### config.mk
export PLATFORM = sky130hd
export DESIGN_NAME = seq_addsub
export DESIGN_NICKNAME = d
export VERILOG_FILES = /design/src/rtl/addsub_pkg.sv /design/src/rtl/chunk_adder.sv /design/src/rtl/seq_addsub_chk.sv /design/src/rtl/seq_addsub.sv
export SDC_FILE = /design/constraint.sdc
export NUM_CORES = 1
export LEC_CHECK = 0
export BUFFER_PORTS_ARGS = -buffer_cell sky130_fd_sc_hd__clkbuf_2
export CAP_MARGIN = 20
export CORE_AREA = 4 4 94 96
export DETAILED_ROUTE_END_ITERATION = 8
export DIE_AREA = 0 0 98 100
export SYNTH_ARGS = -nofsm -noshare
export SYNTH_HDL_FRONTEND = slang
export SYNTH_SLANG_ARGS = --single-unit
### constraint.sdc
create_clock -name clk -period 3.95 [get_ports clk]
set_input_delay 0.79 -clock clk [delete_from_list [all_inputs] [get_ports clk]]
set_output_delay 0.79 -clock clk [all_outputs]
set_load 0.005 [all_outputs]
### src/rtl/addsub_pkg.sv
// Shared types and sizing helpers for the chunked sequential adder/subtractor.
package addsub_pkg;

  typedef enum logic [1:0] {
    ST_IDLE = 2'd0,
    ST_RUN  = 2'd1,
    ST_DONE = 2'd2
  } state_t;

  // Number of RUN cycles needed to cover the full operand width.
  function automatic int nch(input int width, input int chunk);
    return width / chunk;
  endfunction

  // Chunk counter width; a single-chunk configuration still gets one bit.
  function automatic int idx_width(input int n);
    return (n > 1) ? $clog2(n) : 1;
  endfunction

endpackage

### src/rtl/chunk_adder.sv
// CHUNK-bit combinational ripple adder; also exposes the carry into its MSB
// so the top level can derive signed overflow on the final chunk.
module chunk_adder #(
  parameter int CHUNK = 4
) (
  input  logic [CHUNK-1:0] a,
  input  logic [CHUNK-1:0] b,
  input  logic             ci,
  output logic [CHUNK-1:0] s,
  output logic             co,
  output logic             cm
);

  logic [CHUNK:0] c_s;

  // Bit-serial ripple of the carry through the chunk.
  always_comb begin
    c_s    = '0;
    s      = '0;
    c_s[0] = ci;
    for (int i = 0; i < CHUNK; i++) begin
      s[i]     = a[i] ^ b[i] ^ c_s[i];
      c_s[i+1] = (a[i] & b[i]) | (c_s[i] & (a[i] ^ b[i]));
    end
  end

  assign co = c_s[CHUNK];
  assign cm = c_s[CHUNK-1];

endmodule

### src/rtl/seq_addsub_chk.sv
// Protocol properties for seq_addsub: busy/done exclusivity, one-cycle done,
// and busy tracking the RUN state.
module seq_addsub_chk
  import addsub_pkg::*;
(
  input logic   clk,
  input logic   rst_n,
  input logic   busy,
  input logic   done,
  input state_t state
);

  a_busy_done_excl: assert property (@(posedge clk) disable iff (!rst_n)
    !(busy && done));

  a_done_one_cycle: assert property (@(posedge clk) disable iff (!rst_n)
    done |=> !done);

  a_busy_is_run: assert property (@(posedge clk) disable iff (!rst_n)
    busy == (state == ST_RUN));

  a_done_is_done: assert property (@(posedge clk) disable iff (!rst_n)
    done == (state == ST_DONE));

endmodule

### src/rtl/seq_addsub.sv
// Sequential adder/subtractor: processes CHUNK bits per cycle, LSB chunk first,
// and publishes sum/cout/ovf into held result registers with a one-cycle done.
module seq_addsub
  import addsub_pkg::*;
#(
  parameter int WIDTH = 16,
  parameter int CHUNK = 4
) (
  input  logic             clk,
  input  logic             rst_n,
  input  logic             start,
  input  logic [WIDTH-1:0] a,
  input  logic [WIDTH-1:0] b,
  input  logic             cin,
  input  logic             sub,
  output logic             busy,
  output logic             done,
  output logic [WIDTH-1:0] sum,
  output logic             cout,
  output logic             ovf
);

  localparam int                NCH      = nch(WIDTH, CHUNK);
  localparam int                IDXW     = idx_width(NCH);
  localparam logic [IDXW-1:0]   LAST_IDX = IDXW'(NCH - 1);
  localparam logic [WIDTH-1:0]  CH_MASK  = WIDTH'({CHUNK{1'b1}});

  if (WIDTH < 4) begin : g_bad_width
    $error("seq_addsub: WIDTH must be at least 4");
  end
  if (CHUNK < 1) begin : g_bad_chunk
    $error("seq_addsub: CHUNK must be at least 1");
  end
  if ((WIDTH % CHUNK) != 0) begin : g_bad_ratio
    $error("seq_addsub: WIDTH must be an integer multiple of CHUNK");
  end

  state_t           state_r;
  logic [WIDTH-1:0] a_r;
  logic [WIDTH-1:0] b_r;
  logic             carry_r;
  logic [WIDTH-1:0] acc_r;
  logic [IDXW-1:0]  idx_r;
  logic [WIDTH-1:0] sum_r;
  logic             cout_r;
  logic             ovf_r;
  logic             busy_r;
  logic             done_r;

  logic [31:0]      base_s;
  logic [CHUNK-1:0] a_chunk_s;
  logic [CHUNK-1:0] b_chunk_s;
  logic [CHUNK-1:0] s_s;
  logic             co_s;
  logic             cm_s;
  logic [WIDTH-1:0] acc_next_s;

  // Select the current chunk of the latched operands and merge its sum into
  // the partial accumulator; shifts avoid out-of-range part selects.
  always_comb begin
    base_s     = 32'(idx_r) * 32'(CHUNK);
    a_chunk_s  = CHUNK'(a_r >> base_s);
    b_chunk_s  = CHUNK'(b_r >> base_s);
    acc_next_s = (acc_r & ~(CH_MASK << base_s)) | (WIDTH'(s_s) << base_s);
  end

  chunk_adder #(
    .CHUNK (CHUNK)
  ) u_chunk_adder (
    .a  (a_chunk_s),
    .b  (b_chunk_s),
    .ci (carry_r),
    .s  (s_s),
    .co (co_s),
    .cm (cm_s)
  );

  // Control FSM, operand latch, chunk sequencing and result registers.
  always_ff @(posedge clk or negedge rst_n) begin
    if (!rst_n) begin
      state_r <= ST_IDLE;
      a_r     <= '0;
      b_r     <= '0;
      carry_r <= 1'b0;
      acc_r   <= '0;
      idx_r   <= '0;
      sum_r   <= '0;
      cout_r  <= 1'b0;
      ovf_r   <= 1'b0;
      busy_r  <= 1'b0;
      done_r  <= 1'b0;
    end else begin
      case (state_r)
        ST_IDLE, ST_DONE: begin
          done_r <= 1'b0;
          if (start) begin
            // Subtraction is a + ~b + ~borrow; cout then reads as "no borrow".
            a_r     <= a;
            b_r     <= b ^ {WIDTH{sub}};
            carry_r <= sub ? ~cin : cin;
            acc_r   <= '0;
            idx_r   <= '0;
            busy_r  <= 1'b1;
            state_r <= ST_RUN;
          end else begin
            busy_r  <= 1'b0;
            state_r <= ST_IDLE;
          end
        end
        ST_RUN: begin
          acc_r   <= acc_next_s;
          carry_r <= co_s;
          if (idx_r == LAST_IDX) begin
            sum_r   <= acc_next_s;
            cout_r  <= co_s;
            ovf_r   <= co_s ^ cm_s;
            idx_r   <= '0;
            busy_r  <= 1'b0;
            done_r  <= 1'b1;
            state_r <= ST_DONE;
          end else begin
            idx_r   <= idx_r + IDXW'(1);
            busy_r  <= 1'b1;
            done_r  <= 1'b0;
            state_r <= ST_RUN;
          end
        end
        default: begin
          busy_r  <= 1'b0;
          done_r  <= 1'b0;
          idx_r   <= '0;
          state_r <= ST_IDLE;
        end
      endcase
    end
  end

  assign busy = busy_r;
  assign done = done_r;
  assign sum  = sum_r;
  assign cout = cout_r;
  assign ovf  = ovf_r;

  seq_addsub_chk u_chk (
    .clk   (clk),
    .rst_n (rst_n),
    .busy  (busy_r),
    .done  (done_r),
    .state (state_r)
  );

endmodule

# After elaboration in Yosys (flattened, before gate mapping)
# Index checks and enable logic that the tools add are counted.
# word_totals
reg_bits,73
in_bits,37
out_inout_bits,20
wordCells,68
# classes
add_sub_neg,1
eq_ne,4
shift,4
muxes,16
n_bitwise,26
reduce_logical,6
# ops
op,n
$pmux W16 S2,1
$shr A16 B4 Y4,2
$and A16 B16 Y16,1
$mux W16,1
$not A16 Y16,1
$or A16 B16 Y16,1
$shl A4 B4 Y16,1
$shl A4 B4 Y16 const A,1
$xor A16 B16 Y16,1
$xor A1 B1 Y1,9
$and A1 B1 Y1,8
$pmux W2 S2,2
$mux W1,7
$mux W2,3
$reduce_and A2 Y1,3
$eq A2 B2 Y1 const B,2
$or A1 B1 Y1,4
$pmux W1 S2,2
$add A2 B1 Y2 const B,1
$eq A2 B1 Y1 const B,1
$logic_not A2 Y1,1
$ne A2 B2 Y1 const B,1
$reduce_bool A2 Y1,1
$reduce_or A2 Y1,1
$not A1 Y1,1

# Longest topological paths before layout
# Gate-level depths: netlist (run 1).
# depth
word_depth,12
depth_mapped,13
mapped_depth_nobuf,11

# Hierarchy
# From an unflattened synthesis (run 1), not the netlist that was laid out.
# unflattened
cells_unflattened,314
area_unflattened_um2,3260.6
# by_module_without_submodules
module,instances,cells_per_inst,area_each_um2,seq_area_each_um2
seq_addsub,1,302,3150.5,1701.6
chunk_adder,1,12,110.1,0.0

# Worst setup path after synthesis (run 1)
# Ideal clock, no wire load.
# synth_path
kind,register to register
startpoint,reg idx_r[0]
endpoint,reg sum_r[11] (netlist: sum[11])
setup_ns,0.126
arrival_ns,2.915
required_ns,3.824
path_slack_ns,0.909
stages_incl_launch_ff,14
path_buffers,2
period_less_slack_ns,3.041
path_cell_list,dfrtp_1 -> buf_4 -> mux4_2 -> inv_1 -> fa_1 -> inv_1 -> fa_1 -> inv_1 -> fa_1 -> inv_1 -> fa_1 -> clkbuf_1 -> a221oi_1 -> nor2_1
# synth_via
elab_chain_len,11
word_cells_on_any_way,23
cone_classes,1 x eq/ne; 4 x shift; 17 x bitwise; 1 x reduce/logical
# synth_lines
item,line,rtl
from (decl),seq_addsub.sv:43,logic [IDXW-1:0] idx_r;
from (signal assigned),seq_addsub.sv:122,idx_r <= idx_r + IDXW'(1);
"$shr A16 B4 Y4, on equally long branches","seq_addsub.sv:62, seq_addsub.sv:63",
$xor A1 B1 Y1,chunk_adder.sv:23,c_s[i+1] = (a[i] & b[i]) | (c_s[i] & (a[i] ^ b[i]));
$and A1 B1 Y1,chunk_adder.sv:23,
$or A1 B1 Y1,chunk_adder.sv:23,
$and A1 B1 Y1,chunk_adder.sv:23,
$or A1 B1 Y1,chunk_adder.sv:23,
$and A1 B1 Y1,chunk_adder.sv:23,
$or A1 B1 Y1,chunk_adder.sv:23,
$xor A1 B1 Y1,chunk_adder.sv:22,s[i] = a[i] ^ b[i] ^ c_s[i];
$shl A4 B4 Y16,seq_addsub.sv:64,acc_next_s = (acc_r & ~(CH_MASK << base_s)) | (WIDTH'(s_s) << base_s);
$or A16 B16 Y16,seq_addsub.sv:64,
to (signal assigned),seq_addsub.sv:114,sum_r <= acc_next_s;
to (decl),seq_addsub.sv:44,logic [WIDTH-1:0] sum_r;
# Several ways; a longest one is shown, not always the timed one.
# A chain may end at the register's enable or synchronous reset.

# Worst setup path after layout (run 1)
# layout_path
startpoint,reg idx_r[0]
endpoint,reg sum_r[7] (netlist: sum[7])
# Same word-level chain as after synthesis.

==> results of run 1 <==
flip-flops by register name (all words and copies together) (netlist names):
name	cells
done	1
b_r	16
acc_r	12
a_r	16
state_r	1
cout	1
idx_r	2
ovf	1
sum	16
carry_r	1
cell usage in the layout (no fill, tap or decap), drive strengths merged, types with 3 or more instances in the layout:
cell,n
a2bb2oi,4
nor3,4
buf,7
a21oi,9
nand2b,5
nor2b,3
ha,4
xnor2,16
inv,14
o2bb2ai,6
fa,4
a221oi,4
nand2,82
a22o,6
nor2,7
o21ai,28
dfrtp,67
clkbuf,70
mux4,8
critical path, stage by stage, from the launching register on:
cell and delay, ns:
dfrtp_1 0.40, buf_4 0.21, mux4_2 0.50, inv_1 0.09, fa_1 0.17, inv_1 0.05
fa_1 0.35, inv_1 0.07, fa_1 0.20, inv_1 0.06, fa_1 0.59, a221oi_1 0.32
nor2_1 0.07
path summary, 6_finish.rpt:
| check | slack [ns] | to | cells after the start | from |
|---|---|---|---|---|
| worst max register to register | 0.75 | sum[7] | 12 | idx_r[0] |
| max in group asynchronous | 2.77 | sum[13] | 2 | rst_n |
| min in group asynchronous | 0.62 | sum[14] | 2 | rst_n |
| worst max-delay path | 0.75 | sum[7] | 12 | idx_r[0] |
| worst min-delay path | 0.47 | sum[10] | 2 | sum[10] |
| worst min register to register | 0.47 | sum[10] | 2 | sum[10] |
routing by layer:
layer | up-vias | wire (um) | GRT usage, %
met2 | 60 | 3053 | 22.36
met1 | 1069 | 3152 | 20.68
met5 | - | 0 | 0
li1 | 1135 | - | -
met4 | 0 | 92 | 6.070
met3 | 7 | 399 | 4.448
kinds of logic (layout without fill, tap and decap cells):
logic type	Yosys count	after routing
mux	9	9
xor+xnor	18	18
flops	67	67
buf+inv	36	93
simple gates	105	105
fa+ha+maj	8	8
compound gates	64	64
power breakdown:
group          switching [uW]  internal (uW)  total, uW
combinational             926            725       1650
sequential                188            996       1180
clock                     247            261        508
total                    1360           1980       3340
through the flow:
stage	setup slack, ns	cell area [um2]	utilization [%]	instances	power [uW]
final	0.7485	3696	45.91	469	3343
after global routing	0.5790	3696	45.91	469	3648
after CTS	0.7237	3696	45.91	469	3395
after detailed placement	0.7386	3523	43.76	453	2877
after global placement	0.8780	3523	43.76	453	2822
after floorplan	0.9091	3167	-	307	2353
area by class of cell:
cell class	instances	area [um2]	area share, %
tap	105	131.4	3.555
sequential	67	1677	45.36
inverter	14	52.55	1.422
multi-input combinational	204	1330	35.99
timing repair buffer	63	332.8	9.005
clock inverter	2	10.01	0.2708
clock buffer	14	162.7	4.401
==> qor.yml, run 1 <==
outcome:
  status: "complete, no violations"
place:
  gp_congestion: 0.8191
  hpwl_mm: 4.821
  io_buffers: 56
grt:
  track_usage_pct: 15.02
  grt_max_degree: 68
  grt_pass1_vias: 2361
  globalRoute.totalOverflow: 0
  grt_pass1_wl_mm: 11.47
  grt_antenna_before_repair: 0
critical_path:
  worst-path-max-fanout: 10
  cp.arrival_ns: 3.43
  crit_type: "register to register"
  setup.worst_path.end_class: "register"
  required_ns: 4.18
  cp-start-kind: "register"
sta:
  final_max_slew_viol_count: 0
  hold_violations: 0
  rsz0062_at_grt: "no"
  worst_slew_margin_rel_pct: 43.86
  finalSetupViolations: 0
  max_freq_mhz: 312.3
  setup_tns_ns: 0
  fin_skew_ns: 0.005616
  hold_ws_ns: 0.4745
  timing.final.crit_share_pct: 81.05
  fin_crit_ns: 3.202
  worstMarginPinSlew_ns: 0.8421
floorplan:
  placeableCoreArea_um2: 8051
  io-pin-count: 57
  die_y_um: 100
  die_area_um2: 9800
  start_util_pct: 39.33
  fp.dieW_um: 98
  rows: 33
yosys:
  avgSynthCellArea_um2: 10.32
  yosys.area.top_type: "dfrtp_1"
  yosys-top-cells-area: "dfrtp_1, nand2_1, mux4_2"
  yosysWarnings: 0
  yosysUniqueCellTypes: 30
  synthArstFlopShare_pct: 100.0
  synth_top_area_share_pct: 52.94
  ys_ff_latch: 67
  synth-simple-area-share_pct: 13.55
  synth-seq-area-share_pct: 52.94
  yosys-top-cells-count: "nand2_1, dfrtp_1, o21ai_0"
  synth_xor_area_share_pct: 4.978
  synth_top_family_by_area: "simple AND/OR/NAND/NOR gates"
  postSynthNetCount: 352
  synth_compound_area_share_pct: 13.31
  muxShareOfSynthArea_pct: 6.045
  ys.flop_type: "dfrtp_1"
  synth_cells: 307
  post_synth_instance_area_um2: 3167
  synthAdderAreaFrac_pct: 4.109
  synth-edff-count: 0
  yosysMostFrequentCell: "nand2_1"
final_layout:
  layout-drive-gt1-share_pct: 23.63
  nNetsFinal: 404
  syn2layout_area_growth_pct: 16.71
  n_antenna_cell: 0
  fillers: 818
worst_hold_path:
  hold_class: "register to register"
power:
  ir_drop_v: 0.0004948
  power_density_nw_per_um2: 904.5
  p_leak_uw: 0.001799
route:
  ant_nets: 0
  wl_per_cell_um: 14.28
  first_iter_violations: 103
  vias: 2271
  first_pass_iters: 4
  drc: 0
  postRouteWirelength_mm: 6.697
  viasPerCell: 4.842
flow_run:
  cap_violations: 0
clock_tree:
  h-tree-depth: 3
  post_cts_buffers: 0
  cts_root_buf: "clkbuf_8"
  cts_sinks: 67
  cts_tree: "yes"
  clk_latency_ns: 0.35
  clk_pin_slew_ns: 0.07
  cts.path.max_buffers: 2
  cts_buffers: 9
  ctsResizeCount: 0
  hold_buffers: 0
Note: power is estimated with default switching activity, not from simulation.
==> run 2: changes to the inputs <==
==> constraint.sdc (replaced) <==
create_clock -name clk -period 3.03 [get_ports clk]
set_input_delay 0.606 -clock clk [delete_from_list [all_inputs] [get_ports clk]]
set_output_delay 0.606 -clock clk [all_outputs]
set_load 0.005 [all_outputs]
==> qor.yml, run 2 (synthesis gave the netlist of run 1 again) <==
critical_path:
  required_ns: 3.25  # was 4.18 ns
  crit_cells: 11  # was 12
  ff2ff_path_depth: 11  # was 12
  critPathTopFamily: "adder cells"  # unchanged
  path_cells: "mux4_2 > inv_2 > fa_2 > inv_2 > fa_2 > inv_2 > fa_2 > inv_2 > fa_2 > a221oi_2 > nor2_1"  # was buf_4 > mux4_2 > inv_1 > fa_1 > inv_1 > fa_1 > inv_1 > fa_1 > inv_1 > fa_1 > a221oi_1 > nor2_1
  cp-start-kind: "register"  # unchanged
  cp.arrival_ns: 3.13  # was 3.43 ns
  setup.worst_path.end_class: "register"  # unchanged
  crit_buf_inv: 4  # was 5
  worst-path-max-fanout: 7  # was 10
  crit_type: "register to register"  # unchanged
  max_stage_delay_ns: 0.54  # was 0.59 ns
  cp_slowest_cell: "fa_2"  # was fa_1
route:
  vias: 2324  # was 2271
  viasPerCell: 4.882  # was 4.842
  first_pass_iters: 4  # unchanged
  ant_nets: 0  # unchanged
  wl_per_cell_um: 14.43  # was 14.28 um
  drc: 0  # unchanged
  postRouteWirelength_mm: 6.867  # was 6.697 mm
  first_iter_violations: 54  # was 103
outcome:
  status: "complete, no violations"  # unchanged
sta:
  final_max_slew_viol_count: 0  # unchanged
  finalSetupViolations: 0  # unchanged
  fin_skew_ns: 0.007872  # was 0.005616 ns
  worstMarginPinSlew_ns: 0.7681  # was 0.8421 ns
  max_freq_mhz: 342.6  # was 312.3 MHz
  hold_violations: 0  # unchanged
  rsz0062_at_grt: "yes"  # was no
  hold_ws_ns: 0.3364  # was 0.4745 ns
  setup_ws_ns: 0.1114  # was 0.7485 ns
  setup_tns_ns: 0  # unchanged
  timing.final.crit_share_pct: 96.32  # was 81.05%
  worst_slew_margin_rel_pct: 48.79  # was 43.86%
  fin_crit_ns: 2.919  # was 3.202 ns
final_layout:
  nNetsFinal: 411  # was 404
  fillers: 784  # was 818
  syn2layout_area_growth_pct: 21.73  # was 16.71%
  most-common-layout-cells: "nand2_1, dfrtp_1, clkbuf_2, o21ai_0, xnor2_1"  # unchanged
  fin_util_pct: 47.88  # was 45.91%
  final_common_cell: "nand2_1"  # unchanged
  n_antenna_cell: 0  # unchanged
  layout-drive-gt1-share_pct: 28.57  # was 23.63%
clock_tree:
  clk_latency_ns: 0.33  # was 0.35 ns
  cts_buffers: 9  # unchanged
  cts_root_buf: "clkbuf_8"  # unchanged
  cts_sinks: 67  # unchanged
  h-tree-depth: 3  # unchanged
  cts.path.max_buffers: 2  # unchanged
  clk_pin_slew_ns: 0.07  # about the same
  cts_tree: "yes"  # unchanged
place:
  io_buffers: 56  # unchanged
  gp_congestion: 0.8081  # was 0.8191
  hpwl_mm: 5.000  # was 4.821 mm
  pre_cts_ws_ns: -0.04921  # was 0.7386 ns
floorplan:
  rows: 33  # unchanged
  die_y_um: 100  # unchanged
  start_util_pct: 39.33  # unchanged
  die_area_um2: 9800  # unchanged
  placeableCoreArea_um2: 8051  # unchanged
  fp.dieW_um: 98  # unchanged
  io-pin-count: 57  # unchanged
power:
  ir_drop_v: 0.0005907  # was 0.0004948 V
  total_power_uw: 4791  # was 3343 uW
  power_density_nw_per_um2: 1243  # was 904.5 nW/um2
  p_leak_uw: 0.001862  # was 0.001799 uW
grt:
  track_usage_pct: 15.02  # about the same
  globalRoute.totalOverflow: 0  # unchanged
  grt_max_degree: 50  # was 68
  grt_pass1_wl_mm: 11.61  # was 11.47 mm
  grt_pass1_vias: 2373  # was 2361
  grt_antenna_before_repair: 0  # unchanged
flow_run:
  cap_violations: 0  # unchanged
worst_hold_path:
  hold_class: "input pin to async pin"  # was register to register
[run 2: changes by cell type in the layout (fill, tap and decap cells not counted), moves of 2 or more]
cell,previous run,this run
buf_4,7,13
a221oi_1,4,2
fa_2,0,4
inv_2,0,5
bufinv_16,0,3
inv_1,14,9
clkinv_2,2,0
fa_1,4,0
a221oi_2,0,2
[run 2: final cells by class]
type | count | area [um2] | share of cell area (%)
inverter | 14 | 52.55 | 1.363
clock inverter | 4 | 97.59 | 2.532
multi-input combinational | 204 | 1353 | 35.09
sequential | 67 | 1678 | 43.52
timing repair buffer | 70 | 397.9 | 10.32
clock buffer | 12 | 145.1 | 3.765
tap | 105 | 131.4 | 3.408
[run 2: power breakdown]
group,switching (uW),internal [uW],total [uW]
Sequential,233,1300,1530
Combinational,1270,1100,2360
Clock,326,570,897
[run 2: worst reg2reg max path, stage by stage (launching register included)]
cell      delay, ns
dfrtp_2        0.43
mux4_2         0.53
inv_2          0.08
fa_2           0.20
inv_2          0.04
fa_2           0.33
inv_2          0.07
fa_2           0.21
inv_2          0.04
fa_2           0.54
a221oi_2       0.27
nor2_1         0.07
[run 2: worst paths after layout]
kind | start | to | slack, ns
max in group asynchronous | rst_n | idx_r[0] | 2.01
min in group clk | a[10] | a_r[10] | 0.46
min reg2reg | a_r[14] | a_r[14] | 0.47
max reg2reg | idx_r[0] | sum[11] | 0.11
max | idx_r[0] | sum[11] | 0.11
min | rst_n | sum[0] | 0.34
[run 2: metal layers]
| layer | global-route usage, % | up-vias | part of all wire (%) |
|---|---|---|---|
| met5 | 0 | - | 0 |
| li1 | - | 1150 | - |
| met2 | 23.82 | 54 | 48 |
| met1 | 19.90 | 1118 | 46 |
| met4 | 4.473 | 0 | 0.28 |
| met3 | 4.795 | 2 | 5.2 |
[run 2: through the flow]
step,cell area [um2],std cells
CTS,3812,473
global placement,3566,457
floorplan,3171,307
global route,3855,476
finish,3855,476
detailed placement,3566,457
[run 2: what timing repair did]
item                       CTS  global route
buffers inserted             0             3
hold buffers                 0             0
resized for setup            2            10
setup endpoints to repair    2             4
pin swaps                    0             5
